## src/rtl/prod_accum.sv

```systemverilog
// Sums N_TERMS unsigned 8-bit products into an ACC_W-bit result with a valid/ready handshake.
// Build option: define PROD_ACCUM_SAT_EN to clamp Acc at all-ones on overflow instead of wrapping.
module prod_accum #(
  parameter int unsigned N_TERMS = 4,
  parameter int unsigned ACC_W   = 12
) (
  input  logic             Clk,
  input  logic             Reset,
  input  logic [7:0]       Prod,
  input  logic             prod_valid,
  output logic             prod_ready,
  input  logic             clear,
  output logic [ACC_W-1:0] Acc,
  output logic             acc_valid,
  input  logic             acc_ready,
  output logic             ovf,
  output logic [3:0]       Count
);

  typedef enum logic [1:0] {
    StIdle  = 2'd0,
    StAccum = 2'd1,
    StHold  = 2'd2
  } state_e;

  localparam logic [3:0] LastCount = 4'(N_TERMS);

  state_e           state_q, state_d;
  logic [ACC_W-1:0] acc_q, acc_d;
  logic [3:0]       count_q, count_d;
  logic             ovf_q, ovf_d;
  logic             xfer;
  logic [ACC_W:0]   sum;
  logic [3:0]       count_inc;

  assign xfer      = prod_valid & prod_ready;
  // One extra bit so the carry out of the accumulator is visible.
  assign sum       = {1'b0, acc_q} + {{(ACC_W - 7){1'b0}}, Prod};
  assign count_inc = count_q + 4'd1;

  always_comb begin
    state_d    = state_q;
    acc_d      = acc_q;
    count_d    = count_q;
    ovf_d      = ovf_q;
    prod_ready = 1'b0;
    acc_valid  = 1'b0;
    case (state_q)
      StIdle: begin
        prod_ready = 1'b1;
        if (clear) begin
          acc_d   = '0;
          count_d = '0;
          ovf_d   = 1'b0;
        end else if (xfer) begin
          acc_d   = ACC_W'(Prod);
          count_d = 4'd1;
          ovf_d   = 1'b0;
          state_d = (N_TERMS == 1) ? StHold : StAccum;
        end
      end
      StAccum: begin
        prod_ready = 1'b1;
        if (clear) begin
          acc_d   = '0;
          count_d = '0;
          ovf_d   = 1'b0;
          state_d = StIdle;
        end else if (xfer) begin
          count_d = count_inc;
          if (sum[ACC_W]) ovf_d = 1'b1;
`ifdef PROD_ACCUM_SAT_EN
          // Once clamped, further adds keep carrying (or add zero), so Acc stays all-ones.
          acc_d = sum[ACC_W] ? {ACC_W{1'b1}} : sum[ACC_W-1:0];
`else
          acc_d = sum[ACC_W-1:0];
`endif
          if (count_inc == LastCount) state_d = StHold;
        end
      end
      StHold: begin
        acc_valid = 1'b1;
        if (acc_ready) begin
          acc_d   = '0;
          count_d = '0;
          ovf_d   = 1'b0;
          state_d = StIdle;
        end
      end
      default: begin
        acc_d   = '0;
        count_d = '0;
        ovf_d   = 1'b0;
        state_d = StIdle;
      end
    endcase
  end

  always_ff @(posedge Clk or negedge Reset) begin
    if (!Reset) begin
      state_q <= StIdle;
      acc_q   <= '0;
      count_q <= '0;
      ovf_q   <= 1'b0;
    end else begin
      state_q <= state_d;
      acc_q   <= acc_d;
      count_q <= count_d;
      ovf_q   <= ovf_d;
    end
  end

  assign Acc   = acc_q;
  assign ovf   = ovf_q;
  assign Count = count_q;

endmodule

```

## config.mk

```make
export PLATFORM = sky130hd
export DESIGN_NAME = prod_accum
export DESIGN_NICKNAME = d
export VERILOG_FILES = /design/src/rtl/prod_accum.sv
export SDC_FILE = /design/constraint.sdc
export NUM_CORES = 1
export LEC_CHECK = 0
export CAP_MARGIN = 10
export CORE_MARGIN = 3
export CORE_UTILIZATION = 49
export CTS_BUF_LIST = sky130_fd_sc_hd__clkbuf_16
export DETAILED_ROUTE_END_ITERATION = 6
export MAX_ROUTING_LAYER = met4
export PLACE_DENSITY = 0.79
export RECOVER_POWER = 50
export SLEW_MARGIN = 5
export SYNTH_ARGS = -nofsm -noshare
export SYNTH_HDL_FRONTEND = slang
export SYNTH_SLANG_ARGS = --single-unit
```

## constraint.sdc

```tcl
create_clock -name Clk -period 2.46 [get_ports Clk]
set_input_delay 0.492 -clock Clk [delete_from_list [all_inputs] [get_ports Clk]]
set_output_delay 0.492 -clock Clk [all_outputs]
set_load 0.1 [all_outputs]
```

=== After elaboration in Yosys (flattened, before gate mapping) ===
Index checks and enable logic that the tools add are counted.

* Register bits: 19
* Bits of input ports: 13
* Output and inout port bits: 19

* Add/subtract/negate cells: 2
* Eq/ne operators: 10
* Multiplexer cells: 28
* Bitwise logic cells: 1
* Reductions and logical operators: 5

{| class="wikitable"
|+ Operator list
! kind !! number
|-
| $mux W12 || 5
|-
| $pmux W12 S3 || 1
|-
| $mux W4 || 5
|-
| $add A12 B8 Y13 || 1
|-
| $mux W2 || 6
|-
| $ne A3 B3 Y1 const B || 4
|-
| $pmux W4 S3 || 1
|-
| $mux W1 || 8
|-
| $ne A2 B2 Y1 const B || 3
|-
| $pmux W2 S3 || 1
|-
| $reduce_and A5 Y1 || 1
|-
| $add A4 B1 Y4 const B || 1
|-
| $eq A4 B3 Y1 const B || 1
|-
| $reduce_and A4 Y1 || 1
|-
| $pmux W1 S3 || 1
|-
| $reduce_and A3 Y1 || 1
|-
| $eq A2 B1 Y1 const B || 1
|-
| $eq A2 B2 Y1 const B || 1
|-
| $logic_not A2 Y1 || 1
|-
| $reduce_or A2 Y1 || 1
|-
| $and A1 B1 Y1 || 1
|}

=== Depth between registers and ports, before layout ===
Gate-level depths: netlist (run 1).

* Word-level depth: 7
* Mapped depth: 9
* Mapped depth without buffers: 9

=== Least setup slack after synthesis (run 1) ===
OpenSTA, ideal clock, no wires.

* Kind: reg-to-reg
* Start: reg state_q[0]
* End: reg ovf_q, in the netlist ovf
* Arrival: 2.766 ns
* Required time: 2.331 ns
* Slack: -0.435 ns
* Stages on the path, launching flop included: 8
* Buffers on the path: 1
* Period minus slack after synthesis: 2.895 ns
* Path through: dfrtp_1 buf_2 nor2b_1 nand2b_1 o21a_1 and3_1 a41oi_1 a21oi_1

* Word-level cells in the longest chain between the ends: 6
* Elaborated cells between the ends (all ways): 12
* Classes of those cells: eq/ne: 6; mux: 2; bitwise: 1; reduce/logical: 3

{| class="wikitable"
|+ RTL lines
! what !! RTL line !! source
|-
| from (decl) || 28 || <nowiki>state_e state_q, state_d;</nowiki>
|-
| from (signal assigned) || 101 || <nowiki>state_q <= StIdle;</nowiki>
|-
| from (signal assigned) || 106 || <nowiki>state_q <= state_d;</nowiki>
|-
| $eq A2 B1 Y1 or $logic_not A2 Y1 (tied branches) || 48 || <nowiki>case (state_q)</nowiki>
|-
| $reduce_or A2 Y1 (no source line) || -- ||
|-
| $mux W1 || 48 ||
|-
| $and A1 B1 Y1 || 36 || <nowiki>assign xfer = prod_valid & prod_ready;</nowiki>
|-
| $ne A3 B3 Y1 (no source line) || -- ||
|-
| $reduce_and A4 Y1 (no source line) || -- ||
|-
| to (signal assigned) || 109 || <nowiki>ovf_q <= ovf_d;</nowiki>
|-
| to (decl) || 31 || <nowiki>logic ovf_q, ovf_d;</nowiki>
|}

Parallel ways exist; a longest one is shown, timed or not.
A chain may end at the register's enable or synchronous reset.

=== Worst setup path after layout (run 1) ===
* Start: in Prod[0]
* End: reg ovf_q, in the netlist ovf

* Word-level cells in the longest chain between the ends: 3

{| class="wikitable"
|+ RTL lines
! what !! RTL line !! source
|-
| from (decl) || 9 || <nowiki>input logic [7:0] Prod,</nowiki>
|-
| $add A12 B8 Y13 || 38 || <nowiki>assign sum = {1'b0, acc_q} + {{(ACC_W - 7){1'b0}}, Prod};</nowiki>
|-
| $ne A3 B3 Y1 (no source line) || -- ||
|-
| $reduce_and A4 Y1 (no source line) || -- ||
|}

Every way passes these cells.

==> results of run 1 <==
[layer usage]
layer / vias up / routed length, um / track usage
met2: 34 / 1620 / 0.342
met3: 4 / 167 / 0.0317
met4: 0 / 32 / 0.0828
met5: - / 0 / -
met1: 607 / 1460 / 0.281
li1: 604 / - / -
[worst max-delay path: stages]
cell and delay [ns]:
clkdlybuf4s50_1 0.50, ha_2 0.19, inv_1 0.05, fa_1 0.38
inv_1 0.07, a21o_2 0.12, a21oi_2 0.09, o31ai_4 0.31
a41oi_1 0.16, a21oi_1 0.16
[through the flow]
step	total power, mW	util	area (um^2)
after CTS	2.39	0.699	1750
after global routing	2.50	0.690	1720
final	2.36	0.690	1720
after floorplan	1.67	-	1310
after global placement	2.02	0.667	1670
after detailed placement	2.04	0.667	1670
[area by class of cell]
type	instances	area (um^2)	share of cell area
flip-flops and latches	19	478	0.277
well taps	30	37.5	0.0218
multi-input cells	114	793	0.460
clock buffers	3	75.1	0.0435
repair buffers	41	313	0.181
clock inverters	1	5.00	0.00290
inverters	6	22.5	0.0131
[report_power, final]
group | internal [mW] | switching [mW]
sequential | 0.402 | 0.109
clock | 0.218 | 0.120
combinational | 0.416 | 1.09
[cells by family after synthesis]
kind of cell / count (synthesis) / synth area share
AOI/OAI and AO/OA: 47 / 0.251
DFF: 19 / 0.366
buffers and inverters: 11 / 0.0375
adders and majority gates: 11 / 0.112
and+or+nand+nor: 46 / 0.164
muxes: 3 / 0.0231
xor gates and xnor gates: 7 / 0.0472
[placed cells by master, fill, tap and decap left out, types with 3 or more instances in the layout]
master,count
clkbuf_1,10
dfrtp_1,17
clkdlybuf4s50_1,11
nor2_1,8
clkbuf_16,3
a211oi_1,4
buf_4,18
o21a_1,3
xnor2_1,4
o211ai_1,3
mux2i_1,3
inv_1,6
ha_1,9
nand2_1,18
o31ai_1,4
xor2_1,3
o21ai_1,12
nand3_1,7
a21oi_1,6
[worst min path at each step]
stage	end	depth (start not counted)	from	slack (ns)
after global placement	Acc[2]	2	Acc[2]	0.49
after floorplan	Acc[0]	0	Reset	0.20
after detailed placement	Acc[2]	2	Acc[2]	0.51
final	Acc[0]	2	Acc[0]	0.52
after global routing	Acc[0]	2	Acc[0]	0.54
after CTS	Acc[2]	2	Acc[2]	0.52
[synthesized netlist by cell type, types with 3 or more instances]
library cell / count / share of area
a211oi_1: 4 / 0.023
nor2_1: 8 / 0.023
o21ai_1: 12 / 0.046
nand2_1: 18 / 0.052
nand3_1: 7 / 0.027
o21a_1: 3 / 0.017
o31ai_1: 4 / 0.023
xnor2_1: 4 / 0.027
mux2i_1: 3 / 0.023
xor2_1: 3 / 0.020
buf_2: 3 / 0.012
o211ai_1: 3 / 0.017
a21oi_1: 7 / 0.027
inv_1: 6 / 0.017
dfrtp_1: 19 / 0.37
ha_1: 10 / 0.096
[state kept, by name, summed over array words and instances (netlist names)]
register and flops:
Count 4, state_q 2, ovf 1, Acc 12
[timing repair]
action,in CTS,in global routing
setup endpoints to repair,3,3
gates resized for setup,0,3
pin swaps,1,1
hold endpoints to repair,0,0
==> tab_implementation.tex, run 1 <==
\begin{tabular}{lr}
\hline
Metric & Value \\
\hline
\multicolumn{2}{l}{\textbf{Clocking}} \\
\quad Root Driver & clkbuf\_16 \\
\quad Clk pin slew, worst setup/hold paths & approximately 0.060 ns \\
\quad TritonCTS clock tree & done \\
\quad Clock buffers created by TritonCTS & 3 \\
\quad Number of buffers on the longest clock path & 2 \\
\quad H-tree depth reported by CTS & 1 \\
\quad CTS hold repair buffers & 0 \\
\quad Clock latency on the worst-skew pair & 0.25 ns \\
\quad Setup repair bufs after CTS & 0 \\
\quad Sink Count & 19 \\
\multicolumn{2}{l}{\textbf{Global route}} \\
\quad Total global routing overflow & 0 \\
\quad Number of global-route vias before repair & 1,198 \\
\quad Tot GR Track Use & 0.217 \\
\quad Wire length of the first global-routing pass & 5.46 mm \\
\quad Largest net degree at the start of global routing & 23 \\
\quad Initial antenna violation count & 0 \\
\multicolumn{2}{l}{\textbf{Finish}} \\
\quad Final cell count without fillers & approximately 210 \\
\quad Relative area change from synthesis to final layout & 32.6\% \\
\quad Final net count & 209 \\
\quad Share of final-layout standard cells stronger than drive strength 1 & 0.190 \\
\quad Number of antenna diodes & 0 \\
\quad Number of filler cells placed in the layout & 204 \\
\multicolumn{2}{l}{\textbf{Setup path}} \\
\quad Highest fanout seen on the critical path & 5 \\
\quad Arr. time, crit path & 2.52 ns \\
\quad Data required time at the worst endpoint & between 2 and 3 ns \\
\quad Worst Path Class, Setup & in2reg \\
\quad FF-to-FF End & ovf \\
\quad Kind of start point of the critical path & primary input \\
\quad Logic depth of the worst register-to-register path & 7 \\
\quad CP Capture Type & register \\
\quad Crit path launch & Prod[0] \\
\quad Worst R2R Start & Acc[5] \\
\quad Critical Path End & ovf \\
\quad Setup slack of the worst register-to-register path & 0.48 ns \\
\multicolumn{2}{l}{\textbf{Logic synthesis}} \\
\quad Netlist Area Pre-Place & 0.00130 mm\^{}2 \\
\quad Proportion of synthesized flip-flops having asynchronous set or reset & 1.00 \\
\quad Synthesized flop and latch total & 19 \\
\quad Warning count from the yosys run & 0 \\
\quad Syn avg cell area & $\sim$9 um\^{}2 \\
\quad Post-Synthesis Net Count & $\sim$170 \\
\quad Portion of the post-synthesis area used by sequential elements & 0.366 \\
\quad Synth cell types & 40 \\
\quad Synthesized netlist cell count & between 100 and 150 \\
\quad Number of flops mapped to enable cells by yosys & 0 \\
\quad Prevailing post-synth register cell & dfrtp\_1 \\
\multicolumn{2}{l}{\textbf{Power}} \\
\quad Worst-case vdd ir drop & 0.00106 V \\
\quad P per Cell Area & 1370 mW/mm\^{}2 \\
\quad Leakage dissipation & 0.787 nW \\
\multicolumn{2}{l}{\textbf{Floorplanning}} \\
\quad Die Y-Extent & between 50 and 60 um \\
\quad Die area & 0.00331 mm\^{}2 \\
\quad Effective utilization at floorplan & 0.520 \\
\quad Row count & 18 \\
\quad Chip width & 57.5 um \\
\quad Total core area & 0.00250 mm\^{}2 \\
\quad Number of top-level pins & 32 \\
\multicolumn{2}{l}{\textbf{Timing}} \\
\quad Setup-violating endpoint count in the final report & 0 \\
\quad Post-route clock skew & 0.00239 ns \\
\quad Worst rel slew slack & 0.202 \\
\quad Period minus WS final & 2.34 ns \\
\quad Period utilization & 0.953 \\
\quad Worst setup margin & 0.115 ns \\
\quad Count of final max-slew check failures & 0 \\
\quad Unrepaired setup endpoints after global routing & no \\
\quad Slew @ Worst Pin & 1.20 ns \\
\quad Hold Fails Final Rpt & 0 \\
\quad Total Neg Setup Slack & 0 ns \\
\quad Smallest hold slack & approximately 0.52 ns \\
\quad Maximum clock frequency & 427 MHz \\
\multicolumn{2}{l}{\textbf{Place}} \\
\quad Placer Congestion & around 0.83 \\
\quad Worst slack at placement & -0.281 ns \\
\quad HPWL after detailed placement & 2.37 mm \\
\quad Number of instances in the placed design & 210 \\
\quad \# port buffers & 31 \\
\multicolumn{2}{l}{\textbf{Outcome}} \\
\quad Run status & complete, no violations \\
\multicolumn{2}{l}{\textbf{Flow run}} \\
\quad Max-capacitance violation count & 0 \\
\multicolumn{2}{l}{\textbf{Drt}} \\
\quad Vias after detailed routing & roughly 1,200 \\
\quad Via density per instance & 5.84 \\
\quad Detail Route Antenna Nets & 0 \\
\quad Total wire length after detailed routing & approximately 3.3 mm \\
\quad Wire per inst & between 15 and 20 um \\
\quad DR pass1 iterations & 4 \\
\quad Number of DRC markers after the initial detailed-route iteration & 38 \\
\quad DRC violation count after routing & 0 \\
\multicolumn{2}{l}{\textbf{Worst hold path}} \\
\quad Worst hold-check path type & reg2reg \\
\hline
\end{tabular}
Power figures use the tool's default switching activity.
==> inputs of run 2 (changes only) <==
- SKIP_LAST_GASP: default -> 1
==> results of run 2 <==
The final DEF is identical to that of run 1; final timing and power are the same.
==> inputs of run 3 (changes only) <==
- GPL_ROUTABILITY_DRIVEN: default -> 0
- PLACE_DENSITY: 0.79 -> 0.85
==> run 3 against run 2 <==
Clock skew about the same. Largest power group unchanged. Hold slack gained 0.0067 ns. Flip-flop and latch count did not move. Sequential share of layout area is 0.10 points lower. Cell area increased by 0.36%. Count of clock-buffer cells in the layout did not move. Via count decreased by 1.0%. First-iteration DRC count grew 16%.
==> tab_implementation.tex, run 3 (synthesis results as in run 1) <==
\begin{tabular}{lr}
\hline
Metric & Value \\
\hline
\multicolumn{2}{l}{\textbf{Flow run}} \\
\quad Max-capacitance violation count & 0 (unchanged) \\
\multicolumn{2}{l}{\textbf{Setup path}} \\
\quad Logic depth of the worst register-to-register path & 9 (was 7) \\
\quad Data required time at the worst endpoint & 2.60 ns (was 2.63 ns) \\
\quad Highest fanout seen on the critical path & 5 (unchanged) \\
\quad Worst R2R Start & Acc[0] (was Acc[5]) \\
\quad FF-to-FF End & Acc[11] (was ovf) \\
\quad CP Capture Type & register (unchanged) \\
\quad Worst Path Class, Setup & in2reg (unchanged) \\
\quad Kind of start point of the critical path & primary input (unchanged) \\
\quad Arr. time, crit path & 2.49 ns (was 2.52 ns) \\
\quad Setup slack of the worst register-to-register path & 0.39 ns (was 0.48 ns) \\
\multicolumn{2}{l}{\textbf{Finish}} \\
\quad Max reg flops & 12 (unchanged) \\
\quad Design area & 0.00173 mm\^{}2 (was 0.00172 mm\^{}2) \\
\quad Final net count & 212 (was 209) \\
\quad Share of final-layout standard cells stronger than drive strength 1 & 0.203 (was 0.190) \\
\quad Commonest non-fill, non-tap cells in the layout & buf\_4 (22), nand2\_1 (18), dfrtp\_1 (17) (was nand2\_1 (18), buf\_4 (18), dfrtp\_1 (17)) \\
\quad Number of filler cells placed in the layout & 199 (was 204) \\
\quad Most common cell after layout, fill and taps aside & buf\_4 \\
\quad Relative area change from synthesis to final layout & 33.1\% (was 32.6\%) \\
\quad End-of-flow core utilization & 0.692 (was 0.690) \\
\quad Final cell count without fillers & 217 (was 214) \\
\quad Number of antenna diodes & 0 (unchanged) \\
\multicolumn{2}{l}{\textbf{Drt}} \\
\quad Via density per instance & 5.70 (was 5.84) \\
\quad DRC violation count after routing & 0 (unchanged) \\
\quad Number of DRC markers after the initial detailed-route iteration & 44 (was 38) \\
\quad DR pass1 iterations & 4 (unchanged) \\
\quad Total wire length after detailed routing & 3.22 mm (was 3.28 mm) \\
\quad Vias after detailed routing & 1,236 (was 1,249) \\
\quad Wire per inst & 14.8 um (was 15.3 um) \\
\quad Detail Route Antenna Nets & 0 (unchanged) \\
\multicolumn{2}{l}{\textbf{Place}} \\
\quad Placed Area & 0.00167 mm\^{}2 (about the same) \\
\quad Worst slack at placement & -0.219 ns (was -0.281 ns) \\
\quad Number of instances in the placed design & 212 (was 210) \\
\quad HPWL after detailed placement & 2.49 mm (was 2.37 mm) \\
\quad \# port buffers & 31 (unchanged) \\
\multicolumn{2}{l}{\textbf{Floorplanning}} \\
\quad Chip width & 57.5 um (unchanged) \\
\quad Die Y-Extent & 57.5 um (unchanged) \\
\quad Row count & 18 (unchanged) \\
\quad Number of top-level pins & 32 (unchanged) \\
\quad Total core area & 0.00250 mm\^{}2 (unchanged) \\
\quad Effective utilization at floorplan & 0.520 (unchanged) \\
\quad Die area & 0.00331 mm\^{}2 (unchanged) \\
\multicolumn{2}{l}{\textbf{Worst hold path}} \\
\quad Number of cells on the worst hold path & 2 (unchanged) \\
\quad Hold path startpoint & Acc[3] (was Acc[0]) \\
\quad Hold worst-path end & Acc[3] (was Acc[0]) \\
\quad Worst hold-check path type & reg2reg (unchanged) \\
\multicolumn{2}{l}{\textbf{Global route}} \\
\quad Initial antenna violation count & 0 (unchanged) \\
\quad Largest net degree at the start of global routing & 20 (was 23) \\
\quad Total global routing overflow & 0 (unchanged) \\
\quad Wire length of the first global-routing pass & 5.46 mm (unchanged) \\
\quad Number of global-route vias before repair & 1,213 (was 1,198) \\
\quad Tot GR Track Use & 0.214 (was 0.217) \\
\multicolumn{2}{l}{\textbf{Timing}} \\
\quad Worst rel slew slack & 0.225 (was 0.202) \\
\quad Hold Fails Final Rpt & 0 (unchanged) \\
\quad Period minus WS final & 2.35 ns (was 2.34 ns) \\
\quad Total Neg Setup Slack & 0 ns (unchanged) \\
\quad Worst setup margin & 0.110 ns (was 0.115 ns) \\
\quad Maximum clock frequency & 426 MHz (was 427 MHz) \\
\quad Post-route clock skew & 0.00256 ns (was 0.00239 ns) \\
\quad Setup-violating endpoint count in the final report & 0 (unchanged) \\
\quad Smallest hold slack & 0.530 ns (was 0.523 ns) \\
\quad Count of final max-slew check failures & 0 (unchanged) \\
\quad Period utilization & 0.955 (was 0.953) \\
\quad Unrepaired setup endpoints after global routing & no (unchanged) \\
\quad Slew @ Worst Pin & 1.17 ns (was 1.20 ns) \\
\multicolumn{2}{l}{\textbf{Clocking}} \\
\quad Sink Count & 19 (unchanged) \\
\quad Number of buffers on the longest clock path & 2 (unchanged) \\
\quad TritonCTS clock tree & done (unchanged) \\
\quad H-tree depth reported by CTS & 1 (unchanged) \\
\quad CTS hold repair buffers & 0 (unchanged) \\
\quad Clock latency on the worst-skew pair & 0.25 ns (about the same) \\
\quad Clock buffers created by TritonCTS & 3 (unchanged) \\
\quad Root Driver & clkbuf\_16 (unchanged) \\
\quad Clk pin slew, worst setup/hold paths & 0.06 ns (about the same) \\
\multicolumn{2}{l}{\textbf{Power}} \\
\quad Worst-case vdd ir drop & 0.00104 V (was 0.00106 V) \\
\quad Leakage dissipation & 0.804 nW (was 0.787 nW) \\
\quad P per Cell Area & 1370 mW/mm\^{}2 (about the same) \\
\quad Post-route total power & 2.37 mW (was 2.36 mW) \\
\multicolumn{2}{l}{\textbf{Outcome}} \\
\quad Run status & complete, no violations (unchanged) \\
\hline
\end{tabular}
==> run 3: area by class of cell <==
type / instances / area [um^2] / share of cell area
tap: 30 / 37.5 / 0.0217
clock buffer: 3 / 75.1 / 0.0434
timing repair buffer: 44 / 323 / 0.187
multi-input combinational: 114 / 791 / 0.457
clock inverter: 1 / 3.75 / 0.00217
inverter: 6 / 22.5 / 0.0130
sequential: 19 / 478 / 0.276
==> run 3: layer usage <==
| layer | global-route usage | vias to the layer above | part of all wire |
|---|---|---|---|
| met2 | 0.373 | 37 | 0.50 |
| met4 | 0.0364 | 0 | 0.0056 |
| met1 | 0.261 | 585 | 0.43 |
| met3 | 0.0407 | 2 | 0.059 |
| met5 | - | - | 0 |
| li1 | - | 612 | - |
==> run 3: where the power goes <==
| group | internal [mW] | switching (mW) | leakage, nW |
|---|---|---|---|
| logic | 0.434 | 1.09 | 0.509 |
| clock network | 0.216 | 0.117 | 0.0423 |
| registers | 0.402 | 0.109 | 0.252 |
| total | 1.05 | 1.31 | 0.804 |
==> run 3: how the worst max path moves through the flow <==
stage / start / endpoint / slack (ns) / depth (start not counted)
CTS: Prod[0] / Acc[8] / 0.04 / 10
global placement: Prod[0] / Acc[8] / -0.15 / 10
detailed placement: Prod[0] / Acc[8] / -0.22 / 10
floorplan: Acc[0] / ovf / 0.05 / 9
finish: Prod[0] / Acc[8] / 0.11 / 10
global route: Prod[0] / ovf / 0.004 / 10
==> run 3: timing repair <==
item | CTS | global route
pin swaps | 1 | 2
setup buffers | 0 | 1
endpoints found under the setup margin | 2 | 4
gates cloned | 0 | 0
resized for setup | 0 | 3
==> run 3: worst max-delay path: stages <==
cell             delay (ns)
clkdlybuf4s50_1        0.48
ha_2                   0.19
inv_1                  0.06
fa_2                   0.33
inv_1                  0.06
a21o_2                 0.11
a21oi_1                0.08
o31ai_2                0.36
o21ai_1                0.11
a22o_1                 0.19
